$ cat src/rtl/hazard_sequencer.sv
// Load-use hazard detection, stall sequencing and taken-beq flush for the 5-stage RV32 subset core.
// Optional saturating stall/flush performance counters are built when HAZARD_PERF_EN is defined.
module hazard_sequencer #(
  parameter int unsigned STALL_CYCLES = 1,
  parameter int unsigned CNT_W        = 32
) (
  input  logic             clk_i,
  input  logic             rst_i,
  input  logic             start_i,
  input  logic [6:0]       ID_Op_i,
  input  logic [4:0]       ID_rs1_i,
  input  logic [4:0]       ID_rs2_i,
  input  logic             ID_BranchEq_i,
  input  logic             EX_MemRead_i,
  input  logic [4:0]       EX_rd_i,
  output logic             PCWrite_o,
  output logic             IFIDWrite_o,
  output logic             IFIDFlush_o,
  output logic             PCSrc_o,
  output logic             NoOp_o,
  output logic [CNT_W-1:0] stall_cnt_o,
  output logic [CNT_W-1:0] flush_cnt_o
);

  localparam int unsigned STALL_W = 3;

  localparam logic [6:0] OP_R      = 7'b0110011;
  localparam logic [6:0] OP_I      = 7'b0010011;
  localparam logic [6:0] OP_LOAD   = 7'b0000011;
  localparam logic [6:0] OP_STORE  = 7'b0100011;
  localparam logic [6:0] OP_BRANCH = 7'b1100011;

  typedef enum logic [1:0] {
    S_IDLE,
    S_RUN,
    S_STALL
  } state_t;

  state_t             state_q, state_d;
  logic [STALL_W-1:0] cnt_q, cnt_d;

  logic use_rs1, use_rs2, hazard, taken;
  logic pc_write, ifid_write, ifid_flush, pc_src, no_op;

  // Which source registers the ID instruction really reads
  always_comb begin
    use_rs1 = 1'b0;
    use_rs2 = 1'b0;
    case (ID_Op_i)
      OP_R, OP_STORE, OP_BRANCH: begin
        use_rs1 = 1'b1;
        use_rs2 = 1'b1;
      end
      OP_I, OP_LOAD: use_rs1 = 1'b1;
      default: ;
    endcase
  end

  assign hazard = EX_MemRead_i && (EX_rd_i != 5'd0) &&
                  ((use_rs1 && (ID_rs1_i == EX_rd_i)) ||
                   (use_rs2 && (ID_rs2_i == EX_rd_i)));
  assign taken  = (ID_Op_i == OP_BRANCH) && ID_BranchEq_i;

  // Next state and pipeline controls; defaults are the bubble / idle values
  always_comb begin
    state_d    = state_q;
    cnt_d      = cnt_q;
    pc_write   = 1'b0;
    ifid_write = 1'b0;
    ifid_flush = 1'b0;
    pc_src     = 1'b0;
    no_op      = 1'b1;
    case (state_q)
      S_IDLE: begin
        if (start_i) state_d = S_RUN;
      end
      S_RUN: begin
        if (!hazard) begin
          pc_write   = 1'b1;
          ifid_write = 1'b1;
          no_op      = 1'b0;
          pc_src     = taken;
          ifid_flush = taken;
        end
        if (!start_i) begin
          state_d = S_IDLE;
          cnt_d   = '0;
        end else if (hazard && (STALL_CYCLES > 1)) begin
          state_d = S_STALL;
          cnt_d   = STALL_W'(STALL_CYCLES - 1);
        end
      end
      S_STALL: begin
        if (!start_i) begin
          state_d = S_IDLE;
          cnt_d   = '0;
        end else if (cnt_q == STALL_W'(1)) begin
          state_d = S_RUN;
          cnt_d   = '0;
        end else begin
          cnt_d = cnt_q - STALL_W'(1);
        end
      end
      default: begin
        state_d = S_IDLE;
        cnt_d   = '0;
      end
    endcase
  end

  always_ff @(posedge clk_i or negedge rst_i) begin
    if (!rst_i) begin
      state_q <= S_IDLE;
      cnt_q   <= '0;
    end else begin
      state_q <= state_d;
      cnt_q   <= cnt_d;
    end
  end

  // Controls must act in the same cycle the hazard or branch is seen, so they follow state combinationally
  assign PCWrite_o   = pc_write;
  assign IFIDWrite_o = ifid_write;
  assign IFIDFlush_o = ifid_flush;
  assign PCSrc_o     = pc_src;
  assign NoOp_o      = no_op;

`ifdef HAZARD_PERF_EN
  logic [CNT_W-1:0] stall_cnt_q, stall_cnt_d;
  logic [CNT_W-1:0] flush_cnt_q, flush_cnt_d;

  // Saturating counters; only reset clears them
  always_comb begin
    stall_cnt_d = stall_cnt_q;
    flush_cnt_d = flush_cnt_q;
    if (no_op && (state_q != S_IDLE) && (stall_cnt_q != '1))
      stall_cnt_d = stall_cnt_q + CNT_W'(1);
    if (ifid_flush && (flush_cnt_q != '1))
      flush_cnt_d = flush_cnt_q + CNT_W'(1);
  end

  always_ff @(posedge clk_i or negedge rst_i) begin
    if (!rst_i) begin
      stall_cnt_q <= '0;
      flush_cnt_q <= '0;
    end else begin
      stall_cnt_q <= stall_cnt_d;
      flush_cnt_q <= flush_cnt_d;
    end
  end

  assign stall_cnt_o = stall_cnt_q;
  assign flush_cnt_o = flush_cnt_q;
`else
  assign stall_cnt_o = '0;
  assign flush_cnt_o = '0;
`endif

endmodule

$ cat config.mk
export PLATFORM = sky130hd
export DESIGN_NAME = hazard_sequencer
export DESIGN_NICKNAME = d
export VERILOG_FILES = /design/src/rtl/hazard_sequencer.sv
export SDC_FILE = /design/constraint.sdc
export NUM_CORES = 1
export LEC_CHECK = 0
export ABC_AREA = 1
export CORE_UTILIZATION = 24
export CTS_CLUSTER_SIZE = 8
export DETAILED_ROUTE_END_ITERATION = 6
export GPL_ROUTABILITY_DRIVEN = 0
export PLACE_DENSITY = 0.78
export SYNTH_ARGS = -nofsm -noshare
export SYNTH_HDL_FRONTEND = slang
export SYNTH_SLANG_ARGS = --single-unit
export TNS_END_PERCENT = 100
$ cat constraint.sdc
create_clock -name clk_i -period 1.1 [get_ports clk_i]
set_input_delay 0.165 -clock clk_i [delete_from_list [all_inputs] [get_ports clk_i]]
set_output_delay 0.165 -clock clk_i [all_outputs]
set_load 0.01 [all_outputs]
After elaboration in Yosys (flattened, before gate mapping)
Cells that the tools add are included.
{ "classes": {"addsub": 1, "eq_ne": 13, "muxes": 17, "n_bitwise": 1, "reduce_logical": 12} }
{ "ops": {"columns": ["operator", "n"], "rows": [
  ["$eq A7 B6 Y1 const B", 2],
  ["$eq A5 B5 Y1", 2],
  ["$mux W3", 3],
  ["$pmux W3 S3", 1],
  ["$mux W1", 8],
  ["$mux W2", 4],
  ["$eq A7 B2 Y1 const B", 1],
  ["$eq A7 B5 Y1 const B", 1],
  ["$eq A7 B7 Y1 const B", 1],
  ["$pmux W2 S3", 1],
  ["$logic_and A1 B1 Y1", 5],
  ["$reduce_bool A5 Y1", 1],
  ["$reduce_or A5 Y1", 1],
  ["$ne A2 B2 Y1 const B", 2],
  ["$eq A3 B1 Y1 const B", 1],
  ["$ne A3 B3 Y1 const B", 1],
  ["$reduce_and A3 Y1", 1],
  ["$reduce_or A3 Y1", 1],
  ["$sub A3 B1 Y3 const B", 1],
  ["$eq A2 B1 Y1 const B", 1],
  ["$eq A2 B2 Y1 const B", 1],
  ["$logic_not A2 Y1", 1],
  ["$reduce_and A2 Y1", 1],
  ["$logic_or A1 B1 Y1", 1],
  ["$not A1 Y1", 1]
]} }
{ "totals": {"reg_bits": 5, "input_bits": 27, "output_inout_bits": 69, "word_cells": 46} }

Longest topological paths before layout
Gate-level depths: netlist (run 1).
{ "logic_depth": {"depth_word": 8, "mapped_depth": 10, "ltp_nobuf": 9} }

Least setup slack after synthesis (run 1)
OpenSTA, ideal clock, no wires.
{ "synth_timing": {"path_kind": "input-to-output", "startpoint": "input EX_rd_i[1]", "endpoint": "output PCSrc_o", "arrival_ps": 970, "t_required_ps": 935, "setup_slack_ps": -35, "cell_stages": 8, "n_path_buf": 1, "cell_sequence": "inv_2 > nand3_1 > nor3_1 > nor2_1 > nand2_1 > nand2_2 > nor2_1 > buf_4"} }
{ "synth_between": {"elab_chain_cells": 6, "elab_cells_between_ends": 10, "cone_classes": "2 x eq/ne; 2 x mux; 6 x reduce/logical"} }
{ "synth_lines": {"columns": ["element", "line", "source"], "rows": [
  ["from (decl)", "15", "input logic [4:0] EX_rd_i,"],
  ["$eq A5 B5 Y1, on equally long branches", "60, 61", null],
  ["$logic_and A1 B1 Y1, on equally long branches", "60, 61", null],
  ["$logic_or A1 B1 Y1", "60", "((use_rs1 && (ID_rs1_i == EX_rd_i)) ||"],
  ["$logic_and A1 B1 Y1 (*)", "59", "assign hazard = EX_MemRead_i && (EX_rd_i != 5'd0) &&"],
  ["$mux W1 (*) (2 in series)", null, null],
  ["to (decl)", "19", "output logic PCSrc_o,"]
]} }
Every way passes the cells marked *; elsewhere a longest branch is shown, timed or not.

Worst setup path in the final report (run 1)
{ "layout_timing": {"startpoint": "input EX_rd_i[1]", "endpoint": "output PCSrc_o"} }
{ "layout_between": {"elab_chain_cells": 6, "elab_cells_between_ends": 10, "cone_classes": "2 x eq/ne; 2 x mux; 6 x reduce/logical"} }
{ "layout_lines": {"columns": ["element", "line", "source"], "rows": [
  ["$eq A5 B5 Y1, on equally long branches", "60, 61", null],
  ["$logic_and A1 B1 Y1, on equally long branches", "60, 61", null],
  ["$logic_or A1 B1 Y1", "60", null],
  ["$logic_and A1 B1 Y1 (*)", "59", null],
  ["$mux W1 (*)", "78", "if (!hazard) begin"],
  ["$mux W1 (*)", "73", "case (state_q)"]
]} }
Marked as above.

==> results.md, run 1 <==
* Synthesized area per cell at about 6 µm²
* YS warnings at 0
* Multi-input logic area at 480.5 µm²
* Worst Path Max Fanout at 3
* Area leader, netlist: buf_4
* Final wirelength at approximately 1300 µm
* P per Cell Area at approximately 360 nW/µm²
* Chip height at slightly below 60 µm
* Post-DR wirelength/cell at between 6 and 7 µm
* Clock Pin Slew Worst Setup and Hold Paths at 0 ps
* Drt initial violations at 4
* Critical Path Start Type: input port
* Crit end category: output pin
* Register area share after synthesis at 0.03140
* Post-synth cell types at 15
* Max Slew Vio Count at 0
* Share of cells above drive strength 1 at 0.2577
* VDD IR max at 0.06663 mV
* IO buf count at 31
* Top reg by flops: state_q
* DR vias/cell at 3.087
* Worst setup margin at -74.10 ps
* # diodes at 0
* Final Critical Period at 1174 ps
* Rows at 20
* Register Area at 25.02 µm²
* CTS Hold Bufs at 0
* Nets@finish at around 190
* Die Area at ~3600 µm²
* Setup Slack @ Placement at -905.8 ps
* Initial antenna violation count at 0
* CP required at 940 ps
* Router iterations before antenna repair at 4
* DRC Markers at 0
* Core ar. at 3103 µm²
* Failing checks: negative setup slack
* Via count at 639
* Worst setup path class: in2out
* Max-cap viol count at 0
* HP Class: in2async
* Most common cell after layout, fill and taps aside: conb_1
* Largest net degree at the start of global routing at 5
* Layout area overhead at 10.36%
* Largest register FFs at 1
* WP data arrival at 1010 ps
* Most frequent cells in the layout: conb_1, nand2_1, buf_2
* Hold Vio Cnt, Final at 0
* Synthesized flop and latch total at 1
* Status: complete, but fails checks
* Cell count after synthesis at 135
* GRT Overall Usage at 0.05787
* Max Freq at between 800 and 900 MHz
* Leading registers by flop count: state_q x1
* Pleak at between 0.5 and 0.6 nW
* Ports at 96
* Syn Std Cell Area at around 800 µm²
* Routed Antenna Nets at 0
* Detailed Place HPWL at 1160 µm
* First-pass GRT wire length at about 1700 µm
* Setup tns final at -260.5 ps
* Remaining global-route overflow at 0
* Die Wd at 59.63 µm
* Final worst-path cycle share at 1.067
* RSZ-0062 raised after global routing: true
* Initial core utilization at 0.2569
* # setup viols final at 5
* Filler cells at 342
* Top cells by area, synth: buf_4, nand2_1, inv_1
* Post-synth top area share at 0.6217
* Number of global-route vias before repair at 451
-- layout make-up --
| class | instances | area share |
|---|---|---|
| timing repair buffer | 32 | 0.2788 |
| inverter | 17 | 0.08393 |
| sequential | 1 | 0.02845 |
| tap | 44 | 0.06259 |
| multi-input combinational | 113 | 0.5462 |
-- power breakdown --
| group | internal (W) | switching (W) | leakage [nW] | total, W |
|---|---|---|---|---|
| registers | 0.0000393 | 0.000000758 | 0.0117 | 0.0000401 |
| logic | 0.0000974 | 0.000181 | 0.579 | 0.000278 |
| clock network | 0 | 0 | 0 | 0 |
| total | 0.000137 | 0.000182 | 0.590 | 0.000318 |
-- synth_stat cells (all sizes together) --
cell	instances
clkbuf	1
nand4	1
nor3	2
inv	17
o21ai	1
nor2	8
buf	66
nand3	4
conb	1
nand2	33
dfrtp	1
-- metrics by stage --
stage                     instance area, µm²    util  total power (W)  instances  hold slack, ps
after global placement                 902.1  0.2907        0.0003186        206           314.8
after CTS                              854.6  0.2754        0.0003042        207           315.9
after global routing                   879.6  0.2835        0.0003531        207           317.1
after floorplan                         1036       -        0.0003702        198          -130.6
final                                  879.6  0.2835        0.0003184        207           313.7
after detailed placement               902.1  0.2907        0.0003208        206           315.9
-- what timing repair did --
action                                  4_1_cts  5_1_grt
endpoints found under the setup margin        5        5
setup buffers                                 1        0
pin swaps                                    29       10
gates resized for setup                     115        7
-- critical path, stage by stage --
cell	delay, ps
buf_6	100
inv_4	50
nand3_2	90
nor3_2	150
nor2_1	70
nand2_2	70
nand2_2	60
nor2_2	90
buf_2	150
-- path summary, 6_finish.rpt --
path                             from          to  slack (ps)  cells after the start
max in group asynchronous       rst_i  state_q[0]         690                      1
setup / recovery           EX_rd_i[1]     PCSrc_o         -70                      9
min in group clk_i            start_i  state_q[0]         610                      1
hold / removal                  rst_i  state_q[0]         310                      1
-- layer usage --
layer  global-route usage  vias to the layer above  routed length, µm
met3             0.002183                        0                108
met1              0.04954                      276                358
met2               0.1429                       39                832
met4                    0                        0                  0
met5                    0                        -                  0
li1                     -                      324                  -
-- cell families after synthesis --
logic type | after synthesis | share of synthesized area
buffers and inverters | 84 | 0.7064
AND/OR/NAND/NOR | 48 | 0.2512
AO/OA/AOI/OAI | 1 | 0.006273
flip-flops | 1 | 0.03139
other | 1 | 0.004705
Power figures use the tool's default switching activity.
==> inputs of run 2 (changes only) <==
--- a/config.mk
+++ b/config.mk
@@ -9,7 +9,6 @@
 export CORE_UTILIZATION = 24
 export CTS_CLUSTER_SIZE = 8
 export DETAILED_ROUTE_END_ITERATION = 6
-export GPL_ROUTABILITY_DRIVEN = 0
 export PLACE_DENSITY = 0.78
 export SYNTH_ARGS = -nofsm -noshare
 export SYNTH_HDL_FRONTEND = slang
==> results of run 2 <==
Final layout, timing and power as in run 1 (identical DEF).
==> inputs of run 3 (changes only) <==
--- a/config.mk
+++ b/config.mk
@@ -7,8 +7,8 @@
 export LEC_CHECK = 0
 export ABC_AREA = 1
 export CORE_UTILIZATION = 24
-export CTS_CLUSTER_SIZE = 8
 export DETAILED_ROUTE_END_ITERATION = 6
+export GPL_TIMING_DRIVEN = 0
 export PLACE_DENSITY = 0.78
 export SYNTH_ARGS = -nofsm -noshare
 export SYNTH_HDL_FRONTEND = slang
==> run 3 against run 2 <==
Effect of this change: the run still ends with negative setup slack left; combinational power increased by 72%; largest cell class is now non-clock buffers; fmax is 5.8% lower; worst setup slack worse by 72 ps; via count increased by 28%.
==> results.md, run 3 (synthesis gave the netlist of run 1 again) <==
* Pleak at 0.9676 nW (was 0.5904 nW)
* Setup tns final at -443.9 ps (was -260.5 ps)
* P per Cell Area at 362.2 nW/µm² (was 361.9 nW/µm²)
* Hold_ws at 267.5 ps (was 313.7 ps)
* Detailed Place HPWL at 1544 µm (was 1160 µm)
* Routed Antenna Nets at 0 (unchanged)
* Post-DR wirelength/cell at 6.255 µm (was 6.275 µm)
* DRC Markers at 0 (unchanged)
* Die Wd at 59.63 µm (unchanged)
* Sw Share at 0.4200 (was 0.5706)
* IO buf count at 30 (was 31)
* Critical Path Start Type: input port (unchanged)
* Largest delay share family, worst path: simple AND/OR/NAND/NOR gates (unchanged)
* Largest net degree at the start of global routing at 5 (unchanged)
* Int Power at 0.0002996 W (was 0.0001367 W)
* Slowest CP cell: nor2_1 (was nor3_2)
* Filler cells at 334 (was 342)
* Leading registers by flop count: state_q x1 (unchanged)
* Initial antenna violation count at 0 (unchanged)
* Failing checks: negative setup slack (unchanged)
* # setup viols final at 5 (unchanged)
* Initial core utilization at 0.2569 (unchanged)
* CP required at 940 ps (about the same)
* Post-Layout Cell Count at 275 (was 207)
* Router iterations before antenna repair at 4 (unchanged)
* Crit end category: output pin (unchanged)
* Number of global-route vias before repair at 610 (was 451)
* Chip height at 59.63 µm (unchanged)
* Final worst-path cycle share at 1.133 (was 1.067)
* RSZ-0062 raised after global routing: true (unchanged)
* Via count at 815 (was 639)
* DR vias/cell at 2.964 (was 3.087)
* Most frequent cells in the layout: buf_4, conb_1, nand2_1 (was conb_1, nand2_1, buf_2)
* WP data arrival at 1080 ps (was 1010 ps)
* CTS Hold Bufs at 0 (unchanged)
* Die Area at 3555 µm² (unchanged)
* Status: complete, but fails checks (unchanged)
* Routability cong. at 0.7251 (was 0.7543)
* Rows at 20 (unchanged)
* CP peak stage delay at 120 ps (was 150 ps)
* Final Critical Period at 1246 ps (was 1174 ps)
* Buffers plus inverters on the worst setup path at 4 (was 3)
* Remaining global-route overflow at 0 (unchanged)
* Max Slew Vio Count at 0 (unchanged)
* Top reg by flops: state_q (unchanged)
* Max-cap viol count at 0 (unchanged)
* Layout area overhead at 78.96% (was 10.36%)
* # diodes at 0 (unchanged)
* Worst Path Max Fanout at 3 (unchanged)
* Crit-path cells: buf_6, inv_2, nand2_1, nand2_1, nor2_1, nand3_2, nand2_1, nand2_1, nand2_2, nor2_2, buf_4, buf_6 (was buf_6, inv_4, nand3_2, nor3_2, nor2_1, nand2_2, nand2_2, nor2_2, buf_2)
* Drt initial violations at 5 (was 4)
* Share of cells above drive strength 1 at 0.4935 (was 0.2577)
* Nets@finish at 260 (was 192)
* Max Freq at 802.6 MHz (was 851.7 MHz)
* Worst setup margin at -146.0 ps (was -74.10 ps)
* CP most frequent cell: nand2_1 (was nand2_2)
* First-pass GRT wire length at 2290 µm (was 1669 µm)
* Combinational Power Share at 0.923 (was 0.874)
* VDD IR max at 0.1391 mV (was 0.06663 mV)
* HP Class: in2reg (was in2async)
* Final wirelength at 1720 µm (was 1299 µm)
* NetSw at 0.0002169 W (was 0.0001816 W)
* Ports at 96 (unchanged)
* GRT Overall Usage at 0.07953 (was 0.05787)
* Core ar. at 3103 µm² (unchanged)
* Worst setup path class: in2out (unchanged)
* Most common cell after layout, fill and taps aside: buf_4 (was conb_1)
* Placed cell count at 272 (was 206)
* Register share of total power at 0.077 (was 0.126)
* Clock Pin Slew Worst Setup and Hold Paths at 0 ps (about the same)
* Hold Vio Cnt, Final at 0 (unchanged)
* Largest register FFs at 1 (unchanged)
* Clock Power Share at 0 (about the same)
run 3: cell count changes in the layout (fill, tap and decap cells not counted), moves of 3 or more:
| cell | change |
|---|---|
| buf_6 | +5 |
| buf_4 | +65 |
| buf_2 | -5 |
| inv_2 | +3 |
run 3: cell type report:
type / count / area (µm²) / area share
Buffer: 67 / 503.0 / 0.3526
Sequential cell: 1 / 25.02 / 0.01754
Tap cell: 44 / 55.05 / 0.03860
Timing Repair Buffer: 33 / 285.3 / 0.2000
Inverter: 17 / 73.82 / 0.05175
Multi-Input combinational cell: 113 / 484.2 / 0.3395
run 3: worst paths after layout:
path / from / end / slack, ps / cells after the start
max in group asynchronous: rst_i / state_q[0] / 680 / 1
hold / removal: start_i / state_q[0] / 270 / 1
setup / recovery: EX_rd_i[3] / PCSrc_o / -150 / 12
min in group asynchronous: rst_i / state_q[0] / 320 / 1
run 3: repair_timing:
action / CTS / global route
gates cloned: 0 / 0
resized for setup: 115 / 19
setup endpoints to repair: 5 / 5
setup buffers: 2 / 1
pin swaps: 33 / 16
run 3: power groups by stage:
stage	clock (W)	sequential, W	combinational (W)
2_1_floorplan	0	0.0000400	0.000330
3_3_place_gp	0	0.0000401	0.000448
3_5_place_dp	0	0.0000400	0.000450
4_1_cts	0	0.0000400	0.000441
5_1_grt	0	0.0000402	0.000523
6_report	0	0.0000400	0.000477
run 3: per-layer routing:
layer | GRT usage | routed length [µm] | up-vias
li1 | - | - | 459
met4 | 0 | 0 | 0
met1 | 0.07292 | 517 | 317
met2 | 0.1894 | 1051 | 39
met3 | 0.004367 | 150 | 0
met5 | 0 | 0 | -
run 3: metrics by stage:
step	power [W]	area [µm²]	utilization	worst slack, ps
6_report	0.0005166	1426	0.4597	-146.0
5_1_grt	0.0005636	1426	0.4597	-252.0
4_1_cts	0.0004813	1375	0.4431	-196.3
3_5_place_dp	0.0004897	1391	0.4484	-974.6
3_3_place_gp	0.0004879	1391	0.4484	-972.3
2_1_floorplan	0.0003702	1036	-	37.23
